--- config.mk ---
export PLATFORM = sky130hd
export DESIGN_NAME = serial_tx_queue
export DESIGN_NICKNAME = d
export VERILOG_FILES = /design/src/rtl/serial_tx_queue.sv
export SDC_FILE = /design/constraint.sdc
export NUM_CORES = 1
export LEC_CHECK = 0
export ABC_CLOCK_PERIOD_IN_PS = 3100
export CAP_MARGIN = 0
export CORE_MARGIN = 5
export CORE_UTILIZATION = 40
export DETAILED_ROUTE_END_ITERATION = 8
export DONT_BUFFER_PORTS = 1
export PLACE_DENSITY = 0.65
export SLEW_MARGIN = 20
export SYNTH_ARGS = -nofsm -noshare
export SYNTH_HDL_FRONTEND = slang
export SYNTH_SLANG_ARGS = --single-unit
--- constraint.sdc ---
create_clock -name clk -period 3.1 [get_ports clk]
set_input_delay 0.62 -clock clk [delete_from_list [all_inputs] [get_ports clk]]
set_output_delay 0.62 -clock clk [all_outputs]
set_load 0.01 [all_outputs]
--- src/rtl/serial_tx_queue.sv ---
// Transmit byte queue feeding the AVR serial transmit handshake, with optional
// echo of received bytes. One byte issued per guard-plus-busy interval.
module serial_tx_queue #(
  parameter int DEPTH   = 16,
  parameter bit ECHO_EN = 1'b0
) (
  input  logic                       clk,
  input  logic                       rst,
  input  logic [7:0]                 wr_data,
  input  logic                       wr_en,
  output logic                       wr_ready,
  input  logic [7:0]                 rx_data,
  input  logic                       new_rx_data,
  output logic [7:0]                 tx_data,
  output logic                       new_tx_data,
  input  logic                       tx_busy,
  input  logic                       tx_block,
  output logic [$clog2(DEPTH+1)-1:0] level,
  output logic                       overflow,
  input  logic                       clr_ovf
);
  localparam int AW = $clog2(DEPTH);
  localparam int LW = $clog2(DEPTH+1);

  typedef enum logic {IDLE, GUARD} state_t;

  logic [7:0]    mem [DEPTH];
  logic [AW-1:0] wr_ptr, rd_ptr;
  state_t        state, state_nxt;
  logic          full, empty, echo_req, echo_wr, prod_wr, push, pop, drop;
  logic [7:0]    push_data;

  assign full      = (level == LW'(DEPTH));
  assign empty     = (level == '0);
  // Echo cannot be stalled, so it owns the write port whenever it fires.
  assign echo_req  = ECHO_EN && new_rx_data;
  assign wr_ready  = !full && !echo_req;
  assign echo_wr   = echo_req && !full;
  assign prod_wr   = wr_en && wr_ready;
  assign push      = echo_wr || prod_wr;
  assign push_data = echo_wr ? rx_data : wr_data;
  assign drop      = (wr_en && !wr_ready) || (echo_req && full);

  always_comb begin
    state_nxt = state;
    pop       = 1'b0;
    case (state)
      IDLE: if (!empty && !tx_busy && !tx_block) begin
        pop       = 1'b1;
        state_nxt = GUARD;
      end
      // tx_busy rises only one cycle after the strobe; skip sampling it here.
      GUARD: state_nxt = IDLE;
      default: state_nxt = IDLE;
    endcase
  end

  always_ff @(posedge clk) begin
    if (rst) begin
      state       <= IDLE;
      wr_ptr      <= '0;
      rd_ptr      <= '0;
      level       <= '0;
      tx_data     <= 8'h00;
      new_tx_data <= 1'b0;
      overflow    <= 1'b0;
    end else begin
      state       <= state_nxt;
      new_tx_data <= pop;
      if (pop) begin
        tx_data <= mem[rd_ptr];
        rd_ptr  <= rd_ptr + 1'b1;
      end
      if (push) wr_ptr <= wr_ptr + 1'b1;
      level <= level + LW'(push) - LW'(pop);
      if (drop)         overflow <= 1'b1;
      else if (clr_ovf) overflow <= 1'b0;
    end
  end

  always_ff @(posedge clk) begin
    if (push && !rst) mem[wr_ptr] <= push_data;
  end
endmodule

==> flow_summary_export.csv, run 1 <==
group,metric,value,unit
timing,period_share,0.943,
power,p_leak,0.00223,uW
cts,cts_resized,0,
detailed_routing,ant_nets,0,
worst_hold_path,hp-class,"in -> reg",
floorplanning,core_area,0.0146,mm^2
timing,slew_headroom,0.667,
setup_path,critPathArrivalTime,3.27,ns
global_routing,grt_pass1_vias,2964,
yosys,synth_cells,325,
cts,worstSkewPairLatency,0.42,ns
yosys,synth_cell_types,35,
cts,hold_buffers,0,
layout,multi_input_area,0.00159,mm^2
setup_path,critPathKind,"reg -> reg",
timing,rsz0062_at_grt,"no",
yosys,synth.cell_area,0.00603,mm^2
power,cellPowerDensity,707,mW/mm^2
yosys,ys_top_cells_by_area,"edfxtp_1 64%, mux4_2 10%, dfxtp_1 7.6%",
cts,cts_setup_buffers,0,
setup_path,cp-start-kind,"register",
placement,dpl.cell_count,514,
layout,antenna_cells,0,
run,cap_viol_max_count,0,
timing,hold_slack,0.268,ns
yosys,seq_area_frac_synth,0.713,
layout,final_nets,384,
yosys,syn_avg_cell_area,18.6,um^2
power,irDropWorstVdd,451,uV
yosys,synth_largest_area_cell,"edfxtp_1",
detailed_routing,dr.pass1.iters,5,
global_routing,grt_pass1_wl,17100,um
layout,layout_common_cells,"128 x edfxtp_1, 27 x mux4_2, 23 x nor2_1",
placement,io_buffers,0,
cts,numCtsBuffers,17,
floorplanning,start_util,0.412,
floorplanning,rows,44,
yosys,yosys.area.top_type_share,0.637,
timing,hold_violations,0,
layout,area_growth,14.1,%
layout,drive_above_1_share,0.232,
setup_path,crit_fanout,4,
detailed_routing,via_count,2933,
timing,maxSlewViolCount,0,
setup_path,end_kind,"register",
detailed_routing,totalWireLength,11200,um
timing,min_period,2.92,ns
timing,fin_skew,0.0144,ns
timing,setup_tns,0,ns
detailed_routing,drt_iter0_drc,184,
detailed_routing,route.detailed.drc,0,
floorplanning,io_pins,39,
yosys,yosys_warnings,0,
cts,cts_root_buf,"clkbuf_16",
placement,routabilityCongestion,0.730,
layout,fillerInstances,1201,
layout,fin_cells,546,
global_routing,grt-ovfl-total,0,
yosys,ys_seq_elements,151,
detailed_routing,wl_per_cell,20.5,um
yosys,syn-num-nets,360,
timing,setup_viol_count_final,0,
floorplanning,die_y,133,um
outcome,status,"complete, no violations",
timing,worst_pin_slew,0.500,ns
layout,regArea,0.00431,mm^2
power,p_total,4870,uW
cts,cts_tree,"yes",
floorplanning,die-area,0.0176,mm^2
global_routing,grtUsageTotal,0.131,
floorplanning,die-width,133,um
placement,hpwl,7080,um
cts,htreeDepth,4,
detailed_routing,viasPerCell,5.37,
global_routing,grt_max_degree,36,
global_routing,antenna_found_initial,0,
timing,fmax,342,MHz
layout,layout_commonest_cell,"edfxtp_1",
cts,clkSlewWorstSetupHoldPaths,0.06,ns
cts,cts_sinks,151,
cts,cts_buffer_depth,2,
setup_path,crit_required,3.45,ns
-- synth_stat cells (all sizes together) --
master,number
a21o,1
a21oi,6
and3,2
and4bb,1
buf,12
clkbuf,4
dfxtp,23
edfxtp,128
fa,1
ha,11
inv,9
mux2i,16
mux4,32
nand2,10
nand2b,2
nand3,5
nand3b,9
nor2,23
nor2b,3
nor3,5
nor3b,1
o21ai,1
o221ai,8
or3,2
or4b,1
xnor2,4
xor2,5
-- metal layers --
layer  GRT usage  wire, um  vias up
met5           0         0        -
met4      0.0375        95        0
met3      0.0604       925       10
met2       0.203      5410       96
met1       0.167      4740     1486
li1            -         -     1341
-- area by class of cell --
class	count	share of cell area
multi-input cells	149	0.231
clock inverters	12	0.0171
well taps	184	0.0334
flip-flops and latches	151	0.625
repair buffers	21	0.0247
clock buffers	20	0.0634
inverters	9	0.00490
-- path summary, 6_finish.rpt --
path                                                to              startpoint  cells past startpoint  slack (ns)
worst max-delay path               level[4]$_SDFF_PP0_     level[3]$_SDFF_PP0_                     13        0.18
worst min-delay path            rd_ptr[1]$_SDFFE_PP0P_                     rst                      1        0.27
worst max register to register     level[4]$_SDFF_PP0_     level[3]$_SDFF_PP0_                     13        0.18
worst min register to register  wr_ptr[1]$_SDFFE_PP0N_  wr_ptr[1]$_SDFFE_PP0N_                      2        0.52
-- sequential cells by signal, summed over array words and instances (netlist names) --
name / count
level: 5
new_tx_data: 1
tx_data: 8
overflow: 1
rd_ptr: 4
wr_ptr: 4
mem: 128
-- through the flow --
step	worst slack (ns)	util	area, um^2
after floorplan	0.318	-	6030
after global placement	0.192	0.432	6330
after detailed placement	0.132	0.432	6330
after CTS	0.119	0.470	6890
after global routing	0.0377	0.470	6890
final	0.178	0.470	6890
-- worst max-delay path, cell delays in order, from the launching register on --
cell,delay (ns)
dfxtp_1,0.36
inv_1,0.10
ha_1,0.15
or4b_4,0.49
nand2_2,0.08
inv_1,0.09
ha_1,0.29
inv_1,0.04
ha_1,0.20
fa_2,0.36
a21oi_1,0.15
nor2_1,0.06
or3_1,0.35
a21oi_1,0.14
-- power by group --
group / leakage [uW] / switching [uW] / internal (uW) / total, uW
logic: 0.000621 / 296 / 277 / 573
registers: 0.00134 / 90.5 / 2290 / 2380
clock network: 0.000270 / 799 / 1120 / 1910
-- cell families (layout without fill, tap and decap cells) --
family / count (synthesis) / in the layout / share of synthesized area
buffers and inverters: 25 / 62 / 0.0230
multiplexers: 48 / 48 / 0.149
flip-flops: 151 / 151 / 0.713
adder cells (fa/ha/maj): 12 / 12 / 0.0261
AND/OR/NAND/NOR: 64 / 64 / 0.0568
XOR/XNOR: 9 / 9 / 0.0131
AO/OA/AOI/OAI: 16 / 16 / 0.0187
Power figures use the tool's default switching activity.
==> run 2, diff against run 1 <==
--- a/config.mk
+++ b/config.mk
@@ -11,6 +11,7 @@
 export CORE_UTILIZATION = 40
 export DETAILED_ROUTE_END_ITERATION = 8
 export DONT_BUFFER_PORTS = 1
+export GPL_TIMING_DRIVEN = 0
 export PLACE_DENSITY = 0.65
 export SLEW_MARGIN = 20
 export SYNTH_ARGS = -nofsm -noshare
==> run 2 against run 1 <==
  * Highest routed layer unchanged
  * Register-to-register slack improved by 0.02 ns
  * Critical endpoint unchanged
  * Die area unchanged
  * Hold slack improved by 0.023 ns
  * Sequential share of layout area increased by 0.15 points
  * Utilization decreased by 0.11 points
  * Worst setup slack improved by 0.015 ns
  * Largest power group unchanged
  * Global-route usage increased by 1.0 points
  * Final area decreased by 0.24%
  * Power increased by 1.5%
  * Critical path depth unchanged
  * Non-clock buffer count decreased by 3
==> flow_summary_export.csv, run 2 (synthesized netlist as in run 1, its figures left out) <==
group,metric,value,unit
outcome,status,"complete, no violations",
setup_path,end_kind,"register",
timing,rsz0062_at_grt,"no",
cts,cts_root_buf,"clkbuf_16",
detailed_routing,drt_iter0_drc,252,
floorplanning,rows,44,
setup_path,critPathKind,"reg -> reg",
cts,cts_buffer_depth,2,
layout,finalCoreUtilization,0.469,
placement,placed_cell_area,0.00630,mm^2
run,cap_viol_max_count,0,
setup_path,path_cells,"inv_1 > ha_1 > or4b_4 > nand2_2 > inv_2 > ha_1 > inv_1 > ha_1 > fa_2 > a21oi_1 > nor2_1 > or3_1 > a21oi_1",
cts,cts_sinks,151,
timing,slew_headroom,0.326,
timing,worst_pin_slew,1.01,ns
global_routing,grt-ovfl-total,0,
detailed_routing,ant_nets,0,
layout,fin_area,0.00687,mm^2
cts,htreeDepth,4,
setup_path,cpMaxStageDelayCell,"or4b_4",
setup_path,crit_top_cell,"ha_1",
layout,multi_input_area,0.00161,mm^2
global_routing,use_met1,0.180,
cts,clkSlewWorstSetupHoldPaths,0.06,ns
global_routing,use_met2,0.225,
layout,largest_register_ffs,128,
timing,period_share,0.938,
setup_path,crit_fanout,4,
global_routing,top_usage_layer,"met2",
layout,regArea,0.00431,mm^2
setup_path,r2r_end,"level[4]$_SDFF_PP0_",
detailed_routing,viasPerCell,5.30,
cts,numCtsBuffers,17,
layout,final_nets,381,
worst_hold_path,worstHoldStart,"wr_data[4]",
power,p_int,3690,uW
global_routing,use_met3,0.0539,
timing,min_period,2.91,ns
layout,fillerInstances,1228,
setup_path,critical_path.max_stage_delay,0.50,ns
layout,layout_common_cells,"128 x edfxtp_1, 27 x mux4_2, 23 x nor2_1",
floorplanning,die-area,0.0176,mm^2
floorplanning,die-width,133,um
layout,reg_top3,"mem (128), tx_data (8), level (5)",
global_routing,antenna_found_initial,0,
placement,routabilityCongestion,0.777,
global_routing,grt_max_degree,17,
layout,antenna_cells,0,
detailed_routing,dr.pass1.iters,4,
global_routing,grtUsageTotal,0.141,
layout,drive_above_1_share,0.234,
detailed_routing,wl_per_cell,21.3,um
worst_hold_path,hp-class,"in -> reg",
timing,hold_violations,0,
power,cellPowerDensity,719,mW/mm^2
global_routing,grt_pass1_wl,18400,um
detailed_routing,totalWireLength,11600,um
worst_hold_path,hold_end,"mem[2][4]$_DFFE_PP_",
setup_path,rr_startpoint,"level[2]$_SDFF_PP0_",
layout,top_register,"mem",
timing,setup_tns,0,ns
floorplanning,die_y,133,um
setup_path,reg2reg_depth,13,
timing,fmax,344,MHz
setup_path,cp-start-kind,"register",
cts,cts_tree,"yes",
power,p_leak,0.00222,uW
cts,cts_setup_buffers,0,
timing,fin_skew,0.00981,ns
floorplanning,io_pins,39,
layout,layout_commonest_cell,"edfxtp_1",
timing,setup_viol_count_final,0,
power,swShare,0.252,
detailed_routing,route.detailed.drc,0,
power,p_sw,1250,uW
layout,area_growth,13.9,%
timing,maxSlewViolCount,0,
setup_path,reg2reg_setup_slack,0.19,ns
power,p_seq_frac,0.482,
power,irDropWorstVdd,508,uV
worst_hold_path,hold_depth,0,
placement,io_buffers,0,
power,pwr-share-comb,0.119,
global_routing,grt_pass1_vias,3138,
detailed_routing,via_count,2878,
placement,hpwl,7680,um
setup_path,crit_required,3.45,ns
power,p_total,4940,uW
power,power.clock.fraction,0.399,
setup_path,critPathArrivalTime,3.25,ns
cts,worstSkewPairLatency,0.42,ns
floorplanning,core_area,0.0146,mm^2
floorplanning,start_util,0.412,
-- run 2: changes by cell type in the layout (fill, tap and decap cells not counted), moves of 3 or more --
| cell | delta |
|---|---|
| buf_4 | -17 |
| buf_2 | +6 |
| nor3_1 | -4 |
| nor3_2 | +4 |
| buf_6 | +3 |
-- run 2: worst max-delay path by stage --
stage | from | end | slack, ns | cells past startpoint
global route | level[2]$_SDFF_PP0_ | level[4]$_SDFF_PP0_ | 0.05 | 13
detailed placement | level[2]$_SDFF_PP0_ | level[4]$_SDFF_PP0_ | 0.04 | 13
floorplan | level[3]$_SDFF_PP0_ | level[4]$_SDFF_PP0_ | 0.32 | 13
CTS | level[2]$_SDFF_PP0_ | level[4]$_SDFF_PP0_ | 0.03 | 13
finish | level[2]$_SDFF_PP0_ | level[4]$_SDFF_PP0_ | 0.19 | 13
global placement | level[2]$_SDFF_PP0_ | mem[0][5]$_DFFE_PP_ | -0.13 | 6
-- run 2: worst max-delay path, delay by kind of cell (launching register included) --
kind | cells | cell delay (ns)
buffers and inverters | 3 | 0.21
flip-flops | 1 | 0.36
AND/OR/NAND/NOR | 4 | 1.01
adder cells (fa/ha/maj) | 4 | 0.98
AO/OA/AOI/OAI | 2 | 0.28
-- run 2: power groups by stage --
stage	Combinational [uW]	Clock, uW	Sequential [uW]
after floorplan	461	0	2400
after global placement	564	0	2420
after detailed placement	587	0	2420
after CTS	593	2000	2380
after global routing	657	2120	2390
final	589	1970	2380
-- run 2: through the flow --
stage	cells	hold slack, ns	setup WS, ns
floorplan	325	0.477	0.318
global placement	509	0.497	-0.132
detailed placement	511	0.522	0.0445
CTS	543	0.281	0.0300
global route	543	0.266	0.0501
finish	543	0.291	0.193
-- run 2: routing by layer --
metal,routed length [um],share of wire
met5,0,0
met4,197,0.017
met3,862,0.074
met2,5570,0.48
met1,4940,0.43
-- run 2: repair_timing --
| action | CTS | global route |
|---|---|---|
| setup endpoints to repair | 0 | 1 |
| hold buffers | 0 | 0 |
| gates resized for setup | 0 | 4 |
-- run 2: final cells by class --
class                   instances  area share
inverters                       9     0.00492
clock buffers                  18      0.0625
well taps                     184      0.0335
plain buffers                  16      0.0153
multi-input cells             149       0.235
clock inverters                14      0.0202
repair buffers                  2     0.00218
flip-flops and latches        151       0.627
